File: src/rtl/vga_pkg.sv
// Shared VGA timing definitions for the draw pipeline.
package vga_pkg;

  localparam int H_ACTIVE = 1024;
  localparam int V_ACTIVE = 768;

  typedef struct packed {
    logic [10:0] vcount;
    logic        vsync;
    logic        vblnk;
    logic [10:0] hcount;
    logic        hsync;
    logic        hblnk;
  } timing_t;

  localparam int TIMING_W = $bits(timing_t);

endpackage

File: src/rtl/draw_bg_ctl_delay.sv
// N-stage, W-bit register pipeline with synchronous reset.
module draw_bg_ctl_delay #(
  parameter int N = 2,
  parameter int W = 1
) (
  input  logic         clk,
  input  logic         rst,
  input  logic [W-1:0] i_d,
  output logic [W-1:0] o_q
);

  logic [W-1:0] r_pipe [N];

  // Shift the input through N registers; reset clears every stage.
  always_ff @(posedge clk) begin
    if (rst) begin
      for (int i = 0; i < N; i++) r_pipe[i] <= '0;
    end else begin
      r_pipe[0] <= i_d;
      for (int i = 1; i < N; i++) r_pipe[i] <= r_pipe[i-1];
    end
  end

  assign o_q = r_pipe[N-1];

endmodule

File: src/rtl/draw_bg_ctl.sv
// Background layer: walks the image ROM with incremental counters, replicates
// each ROM pixel SCALE x SCALE, and aligns the colour with the timing bus.
//
// state     | meaning
// SYNC_WAIT | waiting for the first (0,0) pixel; no ROM reads, black output
// RUN       | reading ROM; counters resync on every (0,0) pixel
module draw_bg_ctl
  import vga_pkg::*;
#(
  parameter int          ADDR_WIDTH = 16,
  parameter int          IMG_W      = 256,
  parameter int          IMG_H      = 192,
  parameter int          SCALE      = 4,
  parameter logic [11:0] BORDER_RGB = 12'h262
) (
  input  logic                  clk,
  input  logic                  rst,
  input  logic [10:0]           vcount_in,
  input  logic                  vsync_in,
  input  logic                  vblnk_in,
  input  logic [10:0]           hcount_in,
  input  logic                  hsync_in,
  input  logic                  hblnk_in,
  output logic [ADDR_WIDTH-1:0] rom_addr,
  output logic                  rom_en,
  input  logic [11:0]           rom_data,
  output logic [10:0]           vcount_out,
  output logic                  vsync_out,
  output logic                  vblnk_out,
  output logic [10:0]           hcount_out,
  output logic                  hsync_out,
  output logic                  hblnk_out,
  output logic [11:0]           rgb_out
);

  localparam logic [0:0] ST_SYNC_WAIT = 1'b0;
  localparam logic [0:0] ST_RUN       = 1'b1;

  // An image larger than the visible area is clipped to it.
  localparam int PIX_W = (IMG_W * SCALE < H_ACTIVE) ? IMG_W * SCALE : H_ACTIVE;
  localparam int PIX_H = (IMG_H * SCALE < V_ACTIVE) ? IMG_H * SCALE : V_ACTIVE;
  localparam logic [10:0] LAST_X = 11'(PIX_W - 1);
  localparam logic [10:0] LAST_Y = 11'(PIX_H - 1);

  localparam int XS_W = (SCALE > 1) ? $clog2(SCALE) : 1;
  localparam logic [XS_W-1:0]       SUB_LAST = XS_W'(SCALE - 1);
  localparam logic [XS_W-1:0]       SUB_ONE  = XS_W'(1);
  localparam logic [ADDR_WIDTH-1:0] ROW_STEP = ADDR_WIDTH'(IMG_W);
  localparam logic [ADDR_WIDTH-1:0] COL_ONE  = ADDR_WIDTH'(1);

  logic [0:0]            r_state;
  logic [ADDR_WIDTH-1:0] r_row_base;
  logic [ADDR_WIDTH-1:0] r_col;
  logic [XS_W-1:0]       r_x_sub;
  logic [XS_W-1:0]       r_y_sub;
  logic [ADDR_WIDTH-1:0] r_rom_addr;
  logic                  r_rom_en;

  logic                  w_frame_start;
  logic                  w_in_img;
  logic                  w_run;
  logic                  w_line_end;
  logic [ADDR_WIDTH-1:0] w_row_base;
  logic [ADDR_WIDTH-1:0] w_col;
  logic [XS_W-1:0]       w_x_sub;
  logic [XS_W-1:0]       w_y_sub;
  logic [ADDR_WIDTH-1:0] w_row_base_nxt;
  logic [ADDR_WIDTH-1:0] w_col_nxt;
  logic [XS_W-1:0]       w_x_sub_nxt;
  logic [XS_W-1:0]       w_y_sub_nxt;

  timing_t               w_tim_in;
  timing_t               w_tim_out;
  logic                  w_in_img_d;
  logic                  w_run_d;

  assign w_frame_start = (hcount_in == 11'd0) && (vcount_in == 11'd0);
  assign w_in_img      = !hblnk_in && !vblnk_in &&
                         (hcount_in <= LAST_X) && (vcount_in <= LAST_Y);
  // The (0,0) pixel itself is already read, so the first frame starts complete.
  assign w_run         = (r_state == ST_RUN) || w_frame_start;
  assign w_line_end    = w_in_img && (hcount_in == LAST_X);

  // Counter values for the current pixel; re-init at (0,0) overrides history.
  always_comb begin
    w_row_base = w_frame_start ? '0 : r_row_base;
    w_col      = w_frame_start ? '0 : r_col;
    w_x_sub    = w_frame_start ? '0 : r_x_sub;
    w_y_sub    = w_frame_start ? '0 : r_y_sub;
  end

  // Advance the counters past the current pixel; they hold outside the image.
  always_comb begin
    w_row_base_nxt = w_row_base;
    w_col_nxt      = w_col;
    w_x_sub_nxt    = w_x_sub;
    w_y_sub_nxt    = w_y_sub;
    if (w_run && w_in_img) begin
      if (w_line_end && !w_frame_start) begin
        w_col_nxt   = '0;
        w_x_sub_nxt = '0;
        if (w_y_sub == SUB_LAST) begin
          w_y_sub_nxt    = '0;
          w_row_base_nxt = w_row_base + ROW_STEP;
        end else begin
          w_y_sub_nxt = w_y_sub + SUB_ONE;
        end
      end else if (w_x_sub == SUB_LAST) begin
        w_x_sub_nxt = '0;
        w_col_nxt   = w_col + COL_ONE;
      end else begin
        w_x_sub_nxt = w_x_sub + SUB_ONE;
      end
    end
  end

  // Stage 1: state, counters and the registered ROM request.
  always_ff @(posedge clk) begin
    if (rst) begin
      r_state    <= ST_SYNC_WAIT;
      r_row_base <= '0;
      r_col      <= '0;
      r_x_sub    <= '0;
      r_y_sub    <= '0;
      r_rom_addr <= '0;
      r_rom_en   <= 1'b0;
    end else begin
      if (w_frame_start) r_state <= ST_RUN;
      r_row_base <= w_row_base_nxt;
      r_col      <= w_col_nxt;
      r_x_sub    <= w_x_sub_nxt;
      r_y_sub    <= w_y_sub_nxt;
      r_rom_addr <= w_row_base + w_col;
      r_rom_en   <= w_in_img && w_run;
    end
  end

  assign rom_addr = r_rom_addr;
  assign rom_en   = r_rom_en;

  assign w_tim_in = {vcount_in, vsync_in, vblnk_in, hcount_in, hsync_in, hblnk_in};

  draw_bg_ctl_delay #(
    .N (2),
    .W (TIMING_W + 2)
  ) u_delay (
    .clk (clk),
    .rst (rst),
    .i_d ({w_tim_in, w_in_img, w_run}),
    .o_q ({w_tim_out, w_in_img_d, w_run_d})
  );

  assign vcount_out = w_tim_out.vcount;
  assign vsync_out  = w_tim_out.vsync;
  assign vblnk_out  = w_tim_out.vblnk;
  assign hcount_out = w_tim_out.hcount;
  assign hsync_out  = w_tim_out.hsync;
  assign hblnk_out  = w_tim_out.hblnk;

  // Stage 2: ROM data arrives now; pick black, image or border colour.
  always_comb begin
    if (w_tim_out.hblnk || w_tim_out.vblnk || !w_run_d) rgb_out = 12'h000;
    else if (w_in_img_d)                                  rgb_out = rom_data;
    else                                                  rgb_out = BORDER_RGB;
  end

endmodule

File: config.mk
export PLATFORM = sky130hd
export DESIGN_NAME = draw_bg_ctl
export DESIGN_NICKNAME = d
export VERILOG_FILES = /design/src/rtl/vga_pkg.sv /design/src/rtl/draw_bg_ctl_delay.sv /design/src/rtl/draw_bg_ctl.sv
export SDC_FILE = /design/constraint.sdc
export NUM_CORES = 1
export LEC_CHECK = 0
export CAP_MARGIN = 20
export CORE_MARGIN = 2
export CORE_UTILIZATION = 47
export CTS_BUF_LIST = sky130_fd_sc_hd__clkbuf_16
export CTS_CLUSTER_SIZE = 14
export DETAILED_ROUTE_END_ITERATION = 10
export HOLD_SLACK_MARGIN = 0.12
export PLACE_DENSITY = 0.86
export SLEW_MARGIN = 30
export SYNTH_ARGS = -nofsm -noshare
export SYNTH_HDL_FRONTEND = slang
export SYNTH_SLANG_ARGS = --single-unit
File: constraint.sdc
create_clock -name clk -period 4.4 [get_ports clk]
set_clock_uncertainty 0.1 [all_clocks]
set_input_delay 1.1 -clock clk [delete_from_list [all_inputs] [get_ports clk]]
set_output_delay 1.1 -clock clk [all_outputs]
set_load 0.005 [all_outputs]
==> impl_metrics.csv, run 1 <==
group,metric,value,unit
critical_path,crit_path_frequent_cell,"buf_4",
power_and_ir_drop,vdd.ir_drop.worst,0.200,mV
layout,final_core_util,65.5,%
worst_hold_path,hold_start,"u_delay.r_pipe[0][12]",
critical_path,cp-end-kind,"register",
detailed_routing,post_drt_wl_per_cell,16.0,um
place,place_area,6260,um2
floorplanning,io_pins,95,
sta,final-setup-viol-count,0,
detailed_routing,wl_met1,4.98,mm
sta,final.period_utilization,96.7,%
layout,diodes,0,
yosys,syn_inst,525,
global_route,overflow,0,
critical_path,r2r-start,"r_col[0]",
yosys,ys_seq_area_share,45.2,%
critical_path,r2r_slack,1810,ps
sta,hold_viol,0,
detailed_routing,vias_per_cell,5.32,
floorplanning,start_util,47.8,%
global_route,antenna_found_initial,0,
yosys,synth_cell_types,55,
clocking,cts_buffers,9,
yosys,ys_async_sr_fraction,0,%
clocking,cts_hold_buf,0,
global_route,grt_usage,22.4,%
critical_path,path_class,"in2reg",
layout,synthToLayoutAreaGrowth,36.9,%
clocking,cts_buffer_depth,2,
detailed_routing,drc_errors,0,
yosys,ys_warn_count,0,
run_status,status,"complete, no violations",
critical_path,cp_max_fo,14,
power_and_ir_drop,p_leak,2.93,nW
power_and_ir_drop,power_density,291,nW/um2
layout,layout.nets,716,
detailed_routing,wl_met2,6.51,mm
yosys,synth_fp_nets,583,
global_route,grt_pass1_wl,19.7,mm
critical_path,start_kind,"primary input",
detailed_routing,wl_met3,836,um
place,place_ws,-488,ps
yosys,synth_edf_count,0,
clocking,clock_latency,350,ps
critical_path,path_cells,"clkdlybuf4s50_1 -> nor4_4 -> and4_4 -> nand2_4 -> buf_4 -> buf_4 -> and2_1 -> ha_2 -> a21o_1 -> maj3_1 -> a31o_2 -> or4b_1 -> a21oi_2 -> a311o_1",
critical_path,crit_path_top_delay_cell,"or4b_1",
sta,min_period,4250,ps
place,place.port_buffers,94,
detailed_routing,ant_nets,0,
critical_path,worstPathArrival,4450,ps
global_route,grt_max_degree,70,
critical_path,cp_slowest_stage_delay,480,ps
critical_path,worstReg2RegEnd,"rom_addr[12]",
floorplanning,dieArea,11200,um2
place,dp_cells,783,
sta,slew_viol_final,0,
global_route,grt_pass1_vias,4210,
sta,tns,0,ps
clocking,tritoncts,"yes",
clocking,clk_pin_slew_worst_paths,80,ps
yosys,synth-seq-cells,110,
sta,slew_headroom,57.1,%
clocking,root_buffer,"clkbuf_16",
layout,postLayoutCellArea,6670,um2
floorplanning,die_h,106,um
floorplanning,core.rowCount,37,
yosys,syn_area,4870,um2
clocking,cts.sinks,110,
floorplanning,die_w,106,um
detailed_routing,via_count,4248,
sta,fmax,0.235,GHz
worst_hold_path,hold_class,"reg2reg",
detailed_routing,drt_iter0_drc,316,
detailed_routing,drt_wl_total,12.8,mm
detailed_routing,highest_layer,"met4",
critical_path,r2r.worst_path.cells,10,
layout,finalNonFillerCells,799,
layout,drive_gt1_share,16.3,%
clocking,htree_levels,3,
job,drv_cap,0,
yosys,synth_ff_type,"dfxtp_1",
detailed_routing,dr.pass1.iters,5,
place,dp_hpwl,8.83,mm
place,place_congestion,0.897,
floorplanning,core_area,10200,um2
worst_hold_path,worstHoldEndpoint,"u_delay.r_pipe[0][40]",
worst_hold_path,hold_depth,1,
critical_path,crit_required,4600,ps
yosys,synth_area_per_cell,9.28,um2
sta,tightest_slew,637,ps
sta,worst_slack,145,ps
[critical path, delay by kind of cell]
kind                     cells  cell delay [ps]
AO/OA/AOI/OAI                4              680
adder cells (fa/ha/maj)      2              540
buffers and inverters        3              790
AND/OR/NAND/NOR              5             1340
[layout make-up]
type	count	area (um2)
well taps	136	170
clock inverters	7	75.1
multi-input cells	359	2460
fillers	684	3520
clock buffers	9	225
repair buffers	165	1490
flip-flops and latches	110	2200
inverters	13	48.8
[layout by cell type (no fill, tap or decap), types with 2 or more instances in the layout]
master and n:
a211o_1 3, xnor2_1 15, a31oi_1 3, mux2i_1 2
a21oi_2 2, nor2b_1 59, nand3_1 15, and4_1 4
clkdlybuf4s50_1 84, inv_8 3, nand2_1 22, xor2_1 17
nand4_1 8, o211ai_1 4, dfxtp_1 110, buf_4 71
nor4_4 4, a211oi_1 4, a311oi_1 2, nor4_1 3
o2111ai_1 2, o21ai_0 5, nor3_1 9, mux2_2 2
a21o_1 8, a21oi_1 14, and2_1 42, or3_1 3
maj3_1 2, and3_1 12, nor2_1 48, nand2b_1 2
dlymetal6s2s_1 9, nor3b_1 2, inv_6 2, clkbuf_16 9
inv_1 13, ha_1 16
[cells by family after synthesis]
family	after synthesis	share of synthesized area, %
adder cells (fa/ha/maj)	20	5.19
AND/OR/NAND/NOR	243	28.0
multiplexers	4	0.873
buffers and inverters	56	6.04
AO/OA/AOI/OAI	60	8.91
flip-flops	110	45.2
XOR/XNOR	32	5.75
[repair_timing]
action / in CTS / in global routing
buffers inserted: 0 / 0
gates resized for setup: 5 / 20
setup endpoints to repair: 6 / 6
pin swaps: 2 / 3
[where the power goes]
| part | internal [W] | switching, W |
|---|---|---|
| combinational | 0.0000649 | 0.0000484 |
| sequential | 0.00102 | 0.00000621 |
| clock | 0.000405 | 0.000400 |
| total | 0.00149 | 0.000455 |
[how the worst max path moves through the flow]
| stage | from | endpoint | slack (ps) |
|---|---|---|---|
| detailed placement | hcount_in[3] | rom_addr[12] | -490 |
| global placement | hcount_in[3] | rom_addr[12] | -420 |
| finish | vcount_in[3] | rom_addr[14] | 150 |
| global route | vcount_in[3] | rom_addr[11] | -1 |
| CTS | hcount_in[0] | rom_addr[14] | 4 |
| floorplan | vcount_in[2] | rom_addr[12] | 9 |
[cells in the mapped netlist, drive strengths merged (3+ instances only)]
| cell type | count | area share, % |
|---|---|---|
| nand4 | 8 | 1.0 |
| a211o | 3 | 0.54 |
| xor2 | 17 | 3.1 |
| nor3 | 10 | 1.1 |
| o21ai | 6 | 0.62 |
| nand3 | 16 | 1.7 |
| a31oi | 3 | 0.39 |
| a311oi | 3 | 0.54 |
| nor2b | 59 | 7.6 |
| dfxtp | 110 | 45 |
| clkbuf | 19 | 1.5 |
| xnor2 | 15 | 2.7 |
| and2 | 42 | 5.4 |
| nor4 | 8 | 1.3 |
| ha | 17 | 4.4 |
| buf | 24 | 3.6 |
| nor2 | 48 | 3.7 |
| a21oi | 16 | 1.7 |
| and4 | 5 | 0.90 |
| a211oi | 4 | 0.62 |
| nand2 | 23 | 1.8 |
| a21o | 9 | 1.5 |
| and3 | 12 | 1.5 |
| or3 | 3 | 0.39 |
| o211ai | 4 | 0.62 |
| inv | 13 | 1.0 |
[sequential cells by signal, indices dropped and copies added (netlist names)]
| register | count |
|---|---|
| u_delay.r_pipe | 56 |
| r_col | 16 |
| r_row_base | 16 |
| rom_addr | 16 |
| r_x_sub | 2 |
| r_y_sub | 2 |
| rom_en | 1 |
| r_state | 1 |
[metrics by stage]
| step | power, W | hold slack (ps) |
|---|---|---|
| finish | 0.00194 | 345 |
| CTS | 0.00195 | 346 |
| floorplan | 0.00109 | 314 |
| detailed placement | 0.00115 | 323 |
| global placement | 0.00115 | 317 |
| global route | 0.00201 | 356 |
[routing by layer]
metal	up-vias	global-route usage [%]
met3	45	5.75
met2	179	39.3
li1	2022	-
met4	0	11.4
met1	2002	24.9
met5	-	0
Note: power is estimated with default switching activity, not from simulation.
==> run 2: changes to the inputs <==
--- a/config.mk
+++ b/config.mk
@@ -17,3 +17,4 @@
 export SYNTH_ARGS = -nofsm -noshare
 export SYNTH_HDL_FRONTEND = slang
 export SYNTH_SLANG_ARGS = --single-unit
+export TNS_END_PERCENT = 100
==> results of run 2 <==
The final DEF is identical to that of run 1; final timing and power are the same.
==> run 3: changes to the inputs <==
--- a/config.mk
+++ b/config.mk
@@ -9,10 +9,10 @@
 export CORE_MARGIN = 2
 export CORE_UTILIZATION = 47
 export CTS_BUF_LIST = sky130_fd_sc_hd__clkbuf_16
-export CTS_CLUSTER_SIZE = 14
 export DETAILED_ROUTE_END_ITERATION = 10
 export HOLD_SLACK_MARGIN = 0.12
 export PLACE_DENSITY = 0.86
+export SETUP_SLACK_MARGIN = 0.1
 export SLEW_MARGIN = 30
 export SYNTH_ARGS = -nofsm -noshare
 export SYNTH_HDL_FRONTEND = slang
==> impl_metrics.csv, run 3 (synthesized netlist as in run 1, its figures left out) <==
group,metric,value,unit
sta,tightest_slew,745,ps
global_route,grt_usage,21.3,%
floorplanning,io_pins,95,
critical_path,worstPathArrival,4430,ps
floorplanning,dieArea,11200,um2
critical_path,path_cells,"clkdlybuf4s50_1 -> nor4_2 -> and4_1 -> nand2_2 -> buf_12 -> and2_1 -> ha_1 -> a21o_1 -> maj3_1 -> a31o_2 -> or4b_1 -> a21oi_1 -> a311o_1",
clocking,cts_buffers,9,
critical_path,worstReg2RegEnd,"rom_addr[15]",
clocking,clock_latency,350,ps
layout,layout_commonest_cell,"dfxtp_1",
critical_path,path_class,"in2reg",
layout,regMostFlops,"u_delay.r_pipe",
critical_path,crit_required,4600,ps
sta,hold_viol,0,
detailed_routing,drt_wl_total,11.9,mm
power_and_ir_drop,power_density,287,nW/um2
worst_hold_path,worstHoldEndpoint,"u_delay.r_pipe[0][42]",
detailed_routing,vias_per_cell,5.13,
power_and_ir_drop,p_leak,2.85,nW
detailed_routing,dr.pass1.iters,4,
layout,layout.nets,700,
detailed_routing,post_drt_wl_per_cell,15.2,um
clocking,htree_levels,3,
place,place_ws,-408,ps
run_status,status,"complete, no violations",
layout,largest_reg_flops,56,
worst_hold_path,hold_class,"reg2reg",
detailed_routing,via_count,4020,
floorplanning,core_area,10200,um2
clocking,clk_pin_slew_worst_paths,70,ps
layout,synthToLayoutAreaGrowth,35.7,%
layout,postLayoutCellArea,6610,um2
place,place_congestion,0.991,
power_and_ir_drop,vdd.ir_drop.worst,0.189,mV
clocking,tritoncts,"yes",
place,place_area,6170,um2
sta,tns,0,ps
worst_hold_path,hold_depth,1,
global_route,grt_max_degree,78,
job,drv_cap,0,
critical_path,r2r.worst_path.cells,10,
sta,fmax,0.236,GHz
layout,drive_gt1_share,15.8,%
critical_path,crit_path_top_delay_cell,"or4b_1",
floorplanning,start_util,47.8,%
clocking,cts.sinks,110,
critical_path,crit_path_start,"hcount_in[1]",
critical_path,cp_max_fo,27,
worst_hold_path,hold_start,"u_delay.r_pipe[0][14]",
clocking,root_buffer,"clkbuf_16",
floorplanning,die_w,106,um
clocking,cts_buffer_depth,2,
critical_path,cp-end-kind,"register",
sta,slew_viol_final,0,
sta,worst_slack,169,ps
sta,slew_headroom,50.3,%
layout,final_cell_mix,"dfxtp_1, clkdlybuf4s50_1, nor2b_1, buf_4, nor2_1",
detailed_routing,drt_iter0_drc,168,
critical_path,cp_slowest_stage_delay,460,ps
floorplanning,die_h,106,um
place,dp_hpwl,8.64,mm
power_and_ir_drop,p_total,0.00190,W
critical_path,start_kind,"primary input",
sta,final-setup-viol-count,0,
sta,min_period,4230,ps
sta,final.period_utilization,96.2,%
global_route,grtUsageMet1,23.4,%
global_route,use_met2,39.8,%
detailed_routing,drc_errors,0,
sta,rsz0062_at_grt,"true",
layout,final_core_util,64.9,%
place,place.port_buffers,94,
global_route,grt_pass1_wl,19.0,mm
critical_path,r2r-start,"r_col[2]",
detailed_routing,ant_nets,0,
global_route,grt.met3_usage,5.63,%
global_route,antenna_found_initial,1,
floorplanning,core.rowCount,37,
global_route,overflow,0,
global_route,grt_pass1_vias,4090,
global_route,busiest_layer,"met2",
critical_path,r2r_slack,1840,ps
run 3: cell count changes in the layout (fill, tap and decap cells not counted), moves of 2 or more:
cell           before  now
buf_4              71   54
inv_8               3    1
ha_4                0    4
dlygate4sd2_1       0    2
nand2_2             0    2
ha_1               16   12
run 3: worst max-delay path by stage:
stage                   end  slack, ps  cells past startpoint
6_report       rom_addr[14]        170                     13
3_3_place_gp   rom_addr[12]       -310                     15
2_1_floorplan  rom_addr[12]        110                     16
3_5_place_dp   rom_addr[12]       -410                     15
4_1_cts        rom_addr[14]        100                     14
5_1_grt        rom_addr[15]         80                     14
run 3: worst max-delay path, delay by kind of cell:
family          cells  cell delay [ps]
simple gates        5             1300
fa+ha+maj           2              680
buf+inv             2              610
compound gates      4              730
run 3: cell type report:
class / instances / area (um2)
fillers: 748 / 3570
multi-input cells: 359 / 2530
flip-flops and latches: 110 / 2200
repair buffers: 149 / 1380
clock buffers: 9 / 225
well taps: 136 / 170
clock inverters: 7 / 55.1
inverters: 13 / 48.8
diodes: 1 / 2.50
run 3: timing repair:
item / in CTS / in global routing
gates resized for setup: 10 / 23
pin swaps: 2 / 18
endpoints found under the setup margin: 4 / 8
hold buffers: 0 / 0
buffers inserted: 1 / 1
run 3: metal layers:
layer | wire (um) | up-vias | part of all wire, %
met5 | 0 | - | 0
met4 | 212 | 0 | 1.8
met3 | 654 | 19 | 5.5
met2 | 6230 | 117 | 52
met1 | 4850 | 1889 | 41
li1 | - | 1995 | -
run 3: metrics by stage:
step / std cells / hold WS, ps
after detailed placement: 765 / 320
final: 784 / 335
after global routing: 784 / 355
after global placement: 765 / 317
after CTS: 782 / 337
after floorplan: 525 / 314
run 3: report_power, final:
part,internal [W],leakage (nW),switching (W)
Combinational,0.0000654,1.81,0.0000465
Clock,0.000392,0.140,0.000369
Sequential,0.00102,0.897,0.00000594
